$ cat config.mk
export PLATFORM = sky130hd
export DESIGN_NAME = decode_ctrl
export DESIGN_NICKNAME = d
export VERILOG_FILES = /design/src/rtl/rv_defs.sv /design/src/rtl/imm.sv /design/src/rtl/decode_ctrl.sv
export SDC_FILE = /design/constraint.sdc
export NUM_CORES = 1
export LEC_CHECK = 0
export BUFFER_PORTS_ARGS = -buffer_cell sky130_fd_sc_hd__buf_2
export CORE_ASPECT_RATIO = 1.1
export CORE_MARGIN = 4
export CORE_UTILIZATION = 45
export DETAILED_ROUTE_END_ITERATION = 8
export PLACE_DENSITY_LB_ADDON = 0.08
export SLEW_MARGIN = 15
export SYNTH_ARGS = -nofsm -noshare
export SYNTH_HDL_FRONTEND = slang
export SYNTH_SLANG_ARGS = --single-unit
$ cat constraint.sdc
create_clock -name i_clk -period 3.3 [get_ports i_clk]
set_input_delay 0.33 -clock i_clk [delete_from_list [all_inputs] [get_ports i_clk]]
set_output_delay 0.33 -clock i_clk [all_outputs]
set_load 0.01 [all_outputs]
$ cat src/rtl/rv_defs.sv
// Shared definitions for the decode stage: RV32 base opcodes, the one-hot
// instruction-format encoding, the skid-buffer state encoding and the
// per-entry payload that is registered in the output and skid registers.
// Optional feature macro: DECODE_ILLEGAL_EN adds an illegal-opcode bit to
// each stored entry.
package rv_defs;

    localparam int unsigned INST_W = 32;
    localparam int unsigned FMT_W  = 6;
    localparam int unsigned ST_W   = 2;

    // Base-ISA major opcodes (inst[6:0])
    localparam logic [6:0] OP_OP     = 7'b0110011;
    localparam logic [6:0] OP_IMM    = 7'b0010011;
    localparam logic [6:0] OP_LOAD   = 7'b0000011;
    localparam logic [6:0] OP_JALR   = 7'b1100111;
    localparam logic [6:0] OP_FENCE  = 7'b0001111;
    localparam logic [6:0] OP_SYSTEM = 7'b1110011;
    localparam logic [6:0] OP_STORE  = 7'b0100011;
    localparam logic [6:0] OP_BRANCH = 7'b1100011;
    localparam logic [6:0] OP_LUI    = 7'b0110111;
    localparam logic [6:0] OP_AUIPC  = 7'b0010111;
    localparam logic [6:0] OP_JAL    = 7'b1101111;

    // One-hot instruction formats
    localparam logic [FMT_W-1:0] FMT_R = 6'b000001;
    localparam logic [FMT_W-1:0] FMT_I = 6'b000010;
    localparam logic [FMT_W-1:0] FMT_S = 6'b000100;
    localparam logic [FMT_W-1:0] FMT_B = 6'b001000;
    localparam logic [FMT_W-1:0] FMT_U = 6'b010000;
    localparam logic [FMT_W-1:0] FMT_J = 6'b100000;

    // Skid-buffer occupancy states
    localparam logic [ST_W-1:0] ST_EMPTY = 2'd0;
    localparam logic [ST_W-1:0] ST_ONE   = 2'd1;
    localparam logic [ST_W-1:0] ST_FULL  = 2'd2;

    // Decoded bundle held in each buffer slot (PC is carried separately
    // because its width is a module parameter)
    typedef struct packed {
        logic [INST_W-1:0] inst;
        logic [FMT_W-1:0]  format;
        logic [INST_W-1:0] immediate;
`ifdef DECODE_ILLEGAL_EN
        logic              illegal;
`endif
    } dec_entry_t;

endpackage

$ cat src/rtl/imm.sv
// Immediate generator: combinational sign-extended immediate for the
// one-hot format of an instruction. R-type (and any non-matching format)
// yields zero.
// Ports:
//   inst   in  [31:7]  instruction word above the opcode field
//   format in  6       one-hot format [0]R [1]I [2]S [3]B [4]U [5]J
//   imm_c  out 32      immediate (combinational)
module imm
    import rv_defs::*;
(
    input  logic [31:7]      inst,
    input  logic [FMT_W-1:0] format,
    output logic [31:0]      imm_c
);

    // Field scatter per format; format is one-hot so at most one arm applies
    always_comb begin
        imm_c = '0;
        if (format == FMT_I) begin
            imm_c = {{20{inst[31]}}, inst[31:20]};
        end else if (format == FMT_S) begin
            imm_c = {{20{inst[31]}}, inst[31:25], inst[11:7]};
        end else if (format == FMT_B) begin
            imm_c = {{19{inst[31]}}, inst[31], inst[7], inst[30:25], inst[11:8], 1'b0};
        end else if (format == FMT_U) begin
            imm_c = {inst[31:12], 12'b0};
        end else if (format == FMT_J) begin
            imm_c = {{11{inst[31]}}, inst[31], inst[19:12], inst[20], inst[30:21], 1'b0};
        end
    end

endmodule

$ cat src/rtl/decode_ctrl.sv
// Decode stage controller between fetch and execute. Instructions are
// decoded on the input side (format + immediate) and held in a two-entry
// skid buffer (output register + skid register) so fetch can transfer one
// instruction per cycle while execute applies back-pressure.
// Optional feature macro: DECODE_ILLEGAL_EN (registers an illegal-opcode
// flag per entry; otherwise o_illegal is tied low).
// Ports:
//   i_clk, i_rst             clock, synchronous active-high reset
//   i_valid/o_ready          fetch handshake; i_inst, i_pc payload
//   o_valid/i_ready          execute handshake
//   o_inst, o_pc             buffered instruction and its PC
//   o_format                 one-hot format [0]R [1]I [2]S [3]B [4]U [5]J
//   o_immediate              sign-extended immediate
//   o_illegal                unrecognised opcode flag
module decode_ctrl
    import rv_defs::*;
#(
    parameter int unsigned        PC_W         = 32,
    parameter logic [PC_W-1:0]    RESET_PC_TAG = '0
) (
    input  logic              i_clk,
    input  logic              i_rst,
    input  logic              i_valid,
    output logic              o_ready,
    input  logic [INST_W-1:0] i_inst,
    input  logic [PC_W-1:0]   i_pc,
    output logic              o_valid,
    input  logic              i_ready,
    output logic [INST_W-1:0] o_inst,
    output logic [PC_W-1:0]   o_pc,
    output logic [FMT_W-1:0]  o_format,
    output logic [INST_W-1:0] o_immediate,
    output logic              o_illegal
);

    logic [ST_W-1:0]   state_q;
    logic [ST_W-1:0]   state_d;
    logic              valid_q;
    logic              ready_q;

    dec_entry_t        out_q;
    logic [PC_W-1:0]   out_pc_q;
    dec_entry_t        skid_q;
    logic [PC_W-1:0]   skid_pc_q;

    logic [FMT_W-1:0]  fmt_c;
    logic [INST_W-1:0] imm_val_c;
    dec_entry_t        in_entry_c;

    logic              in_xfer_c;
    logic              out_xfer_c;
    logic              load_out_c;
    logic              out_from_skid_c;
    logic              load_skid_c;

    // Opcode -> one-hot format; anything unrecognised falls back to R
    always_comb begin
        fmt_c = FMT_R;
        case (i_inst[6:0])
            OP_OP:                                        fmt_c = FMT_R;
            OP_IMM, OP_LOAD, OP_JALR, OP_FENCE, OP_SYSTEM: fmt_c = FMT_I;
            OP_STORE:                                     fmt_c = FMT_S;
            OP_BRANCH:                                    fmt_c = FMT_B;
            OP_LUI, OP_AUIPC:                             fmt_c = FMT_U;
            OP_JAL:                                       fmt_c = FMT_J;
            default:                                      fmt_c = FMT_R;
        endcase
    end

    imm u_imm (
        .inst   (i_inst[31:7]),
        .format (fmt_c),
        .imm_c  (imm_val_c)
    );

    // Decoded payload of the incoming word
    always_comb begin
        in_entry_c           = '0;
        in_entry_c.inst      = i_inst;
        in_entry_c.format    = fmt_c;
        in_entry_c.immediate = imm_val_c;
`ifdef DECODE_ILLEGAL_EN
        // Only OP_OP legitimately decodes to R, so R with another opcode is illegal
        in_entry_c.illegal   = (fmt_c == FMT_R) && (i_inst[6:0] != OP_OP);
`endif
    end

    assign in_xfer_c  = i_valid && ready_q;
    assign out_xfer_c = valid_q && i_ready;

    // Next-state and buffer-load control
    always_comb begin
        state_d         = state_q;
        load_out_c      = 1'b0;
        out_from_skid_c = 1'b0;
        load_skid_c     = 1'b0;
        case (state_q)
            ST_EMPTY: begin
                if (in_xfer_c) begin
                    load_out_c = 1'b1;
                    state_d    = ST_ONE;
                end
            end
            ST_ONE: begin
                if (in_xfer_c && out_xfer_c) begin
                    load_out_c = 1'b1;
                end else if (in_xfer_c) begin
                    load_skid_c = 1'b1;
                    state_d     = ST_FULL;
                end else if (out_xfer_c) begin
                    state_d = ST_EMPTY;
                end
            end
            ST_FULL: begin
                if (out_xfer_c) begin
                    load_out_c      = 1'b1;
                    out_from_skid_c = 1'b1;
                    state_d         = ST_ONE;
                end
            end
            default: begin
                state_d = ST_EMPTY;
            end
        endcase
    end

    // State plus registered handshake flags derived from the next state
    always_ff @(posedge i_clk) begin
        if (i_rst) begin
            state_q <= ST_EMPTY;
            valid_q <= 1'b0;
            ready_q <= 1'b1;
        end else begin
            state_q <= state_d;
            valid_q <= (state_d != ST_EMPTY);
            ready_q <= (state_d != ST_FULL);
        end
    end

    // Output register: refilled from the input or drained from the skid slot
    always_ff @(posedge i_clk) begin
        if (i_rst) begin
            out_q        <= '0;
            out_q.format <= FMT_R;
            out_pc_q     <= RESET_PC_TAG;
        end else if (load_out_c) begin
            if (out_from_skid_c) begin
                out_q    <= skid_q;
                out_pc_q <= skid_pc_q;
            end else begin
                out_q    <= in_entry_c;
                out_pc_q <= i_pc;
            end
        end
    end

    // Skid register: catches the input while the output register is stalled
    always_ff @(posedge i_clk) begin
        if (i_rst) begin
            skid_q    <= '0;
            skid_pc_q <= '0;
        end else if (load_skid_c) begin
            skid_q    <= in_entry_c;
            skid_pc_q <= i_pc;
        end
    end

    assign o_ready     = ready_q;
    assign o_valid     = valid_q;
    assign o_inst      = out_q.inst;
    assign o_pc        = out_pc_q;
    assign o_format    = out_q.format;
    assign o_immediate = out_q.immediate;
`ifdef DECODE_ILLEGAL_EN
    assign o_illegal   = out_q.illegal;
`else
    assign o_illegal   = 1'b0;
`endif

endmodule

==> summary.md <==
| Metric | Value |
|---|---|
| Outcome | completed |
| CP Capture Type | flop |
| Num CTS Buffers | 23 |
| Mapped Cells | 1061 |
| Static Leak | 4.05 nW |
| Hold Path Class | in -> reg |
| Met3 Wirelength | 1430 um |
| WHS Path Cells | 3 |
| Final wirelength | 23100 um |
| Syn_area_per_cell | 8.00 sq um |
| Hold path endpoint | skid_pc_q[12] |
| Top FF cell, synth | dfxtp_1 |
| Setup WS pre-CTS | 1.07 ns |
| Worst setup path class | reg -> reg |
| Final GP Congestion | 0.841 |
| Max clock buf depth | 3 |
| Asr flop ratio synth | 0% |
| FF-to-FF setup slack | 1.14 ns |
| Max Freq | 0.462 GHz |
| DRT antenna net count | 0 |
| Setup Skew | 0.0262 ns |
| RSZ-0062 raised after global routing | false |
| Diode count | 0 |
| Io pins | 173 |
| Post-route DRC | 0 |
| Max FO, Critical Path | 53 |
| CTS tree | yes |
| Startpoint types | flop |
| Layout Nets | 1246 |
| Dpl hpwl | 14600 um |
| Worst-Margin Slew | 0.928 ns |
| Share of cells above drive strength 1 | 19.8% |
| Largest net degree at the start of global routing | 126 |
| Maxcap violations | 0 |
| Placed Cells | 1396 |
| Final Hold Fails | 0 |
| Critical Path AT | 2.57 ns |
| Power per Cell Area | 642 nW/um^2 |
| Min cycle time layout | 2.16 ns |
| Pre-antenna DRT Iters | 5 |
| Clock root buffer | clkbuf_16 |
| Via Count | 7695 |
| Mapped Nets | 1129 |
| Origin of the worst min-delay path | i_pc[12] |
| Die width | 139 um |
| Setup Buffers After CTS | 0 |
| Sink Count | 208 |
| H-tree Lvls | 1 |
| Worst Reg-to-Reg Cells | 5 |
| Non-filler cells, final | 1438 |
| Clock transition at path regs | 0.06 ns |
| Initial antenna violation count | 0 |
| Final Cycle Share | 65.6% |
| Gr usage total | 20.9% |
| Hold Buf Count CTS | 0 |
| Placed Area | 9370 sq um |
| Worst slew margin | 38.1% |
| Synth cell types | 59 |
| Post-Layout Inst Area | 10100 sq um |
| Die ar. | 21100 sq um |
| Final Setup Violations | 0 |
| Synthesis Warnings | 0 |
| Yosys reg bits | 208 |
| Sequential area share after synthesis | 49.1% |
| Via-to-Cell Ratio | 5.35 |
| Worst EP required | 3.71 ns |
| Pwr Total | 6.49 mW |
| First-pass GRT wire length | 37800 um |
| Max layer used | met4 |
| FF-to-FF End | o_pc[12] |
| WL met2 | 10800 um |
| Pins Over Slew Limit | 0 |
| Port Buffer Count | 171 |
| First DRT Iteration DRCs | 433 |
| M1 WL | 10500 um |
| Wirelength per Cell | 16.1 um |
| Row Count | 52 |
| Post-Syn Area | 8480 sq um |
| Worst skew pair latency | 0.52 ns |
| Post-cts gate resize count | 0 |
| TNS Setup | 0 ns |
| Initial Util | 45.9% |
| Vias in the first global route | 7192 |
| Grt total ovfl | 0 |
| Final worst slack | 1.14 ns |
| Die Span Y | 152 um |
| Worst reg2reg path startpoint | state_q[0] |
| Syn-to-layout area delta | 19.3% |
| EDFF count, synth | 0 |
| Peak supply drop | 0.385 mV |
| Core ar. | 18500 sq um |
-- layer usage --
metal	vias to the layer above	GRT usage [%]
met5	-	0
met4	0	4.66
met1	3549	28.8
met3	25	4.40
li1	3923	-
met2	198	34.1
-- report_power, final --
group	switching, mW	leakage (nW)	internal, mW
Sequential	0.122	1.70	2.76
Combinational	0.688	1.98	0.407
Clock	0.996	0.372	1.52
Total	1.81	4.05	4.69
-- Yosys cell counts, types with 2 or more instances --
cell      number  area share (%)
a211oi_1      25             2.2
a21oi_1       96             5.7
a221oi_1       7            0.72
a22o_1         7            0.72
a22oi_1        4            0.35
a311oi_1      66             6.8
a31oi_1        2            0.15
and2_1         4            0.29
and3_1         3            0.22
and3b_1        3            0.31
buf_1          8            0.35
buf_2         31             1.8
buf_4          4            0.35
clkbuf_1      48             2.1
dfxtp_1      208              49
inv_1          4            0.18
mux2i_1        7            0.83
nand2_1      310              14
nand2b_1       3            0.22
nand3_1        4            0.24
nor2_1       105             4.6
nor2_2         4            0.29
nor2b_1        3            0.22
nor3_1        20             1.2
nor3b_1        2            0.18
o211a_1        2            0.24
o211ai_1       8            0.71
o21ai_0       10            0.59
o21ai_1       17             1.0
o22ai_1       15             1.1
or3_1          3            0.22
-- kinds of logic after synthesis --
kind of cell / synth area share, %
xor gates and xnor gates: 0.103
AOI/OAI and AO/OA: 21.4
muxes: 0.826
and+or+nand+nor: 23.7
buffers and inverters: 4.84
other: 0.0442
DFF: 49.1
-- final cells by class --
cell class,count,area [sq um]
Fill cell,1813,8360
Inverter,4,15.0
Clock buffer,37,698
Clock inverter,5,53.8
Tap cell,243,304
Multi-Input combinational cell,758,3920
Sequential cell,208,4160
Timing Repair Buffer,183,965
-- critical path, cell delays in order (launching register included) --
cell and delay, ns:
dfxtp_1 0.39, nand4b_1 0.18, buf_4 0.43, buf_4 0.62, nand2_1 0.11, a311oi_1 0.32
-- cells in the final DEF (no fill, tap or decap), types with 8 or more instances in the layout --
cell type    n
a211oi_1    25
a21oi_1     96
a311oi_1    66
buf_2      170
buf_4       11
clkbuf_16   23
dfxtp_1    208
nand2_1    309
nor2_1     105
nor3_1      20
o211ai_1     8
o21ai_0     10
o21ai_1     17
o22ai_1     15
-- stage by stage --
stage	hold WS (ns)	util, %
floorplan	0.426	-
global placement	0.435	50.7
detailed placement	0.439	50.7
CTS	0.0517	54.8
global route	0.0589	54.8
finish	0.0702	54.8
-- worst max path at each step --
stage | start | endpoint | slack, ns | cells past startpoint
floorplan | i_inst[6] | skid_q[32] | 1.70 | 6
global placement | i_ready | o_pc[13] | 1.13 | 6
detailed placement | i_ready | o_inst[13] | 1.07 | 6
CTS | state_q[0] | o_pc[12] | 1.09 | 5
global route | state_q[0] | o_pc[20] | 0.95 | 5
finish | state_q[0] | o_pc[12] | 1.14 | 5
-- flip-flops by register name, indices dropped and copies added, names as in the netlist --
signal / flops
skid_q: 70
o_immediate: 32
o_inst: 32
o_pc: 32
skid_pc_q: 32
o_format: 6
state_q: 2
o_ready: 1
o_valid: 1
No activity file was read; power rests on OpenSTA's default activity.
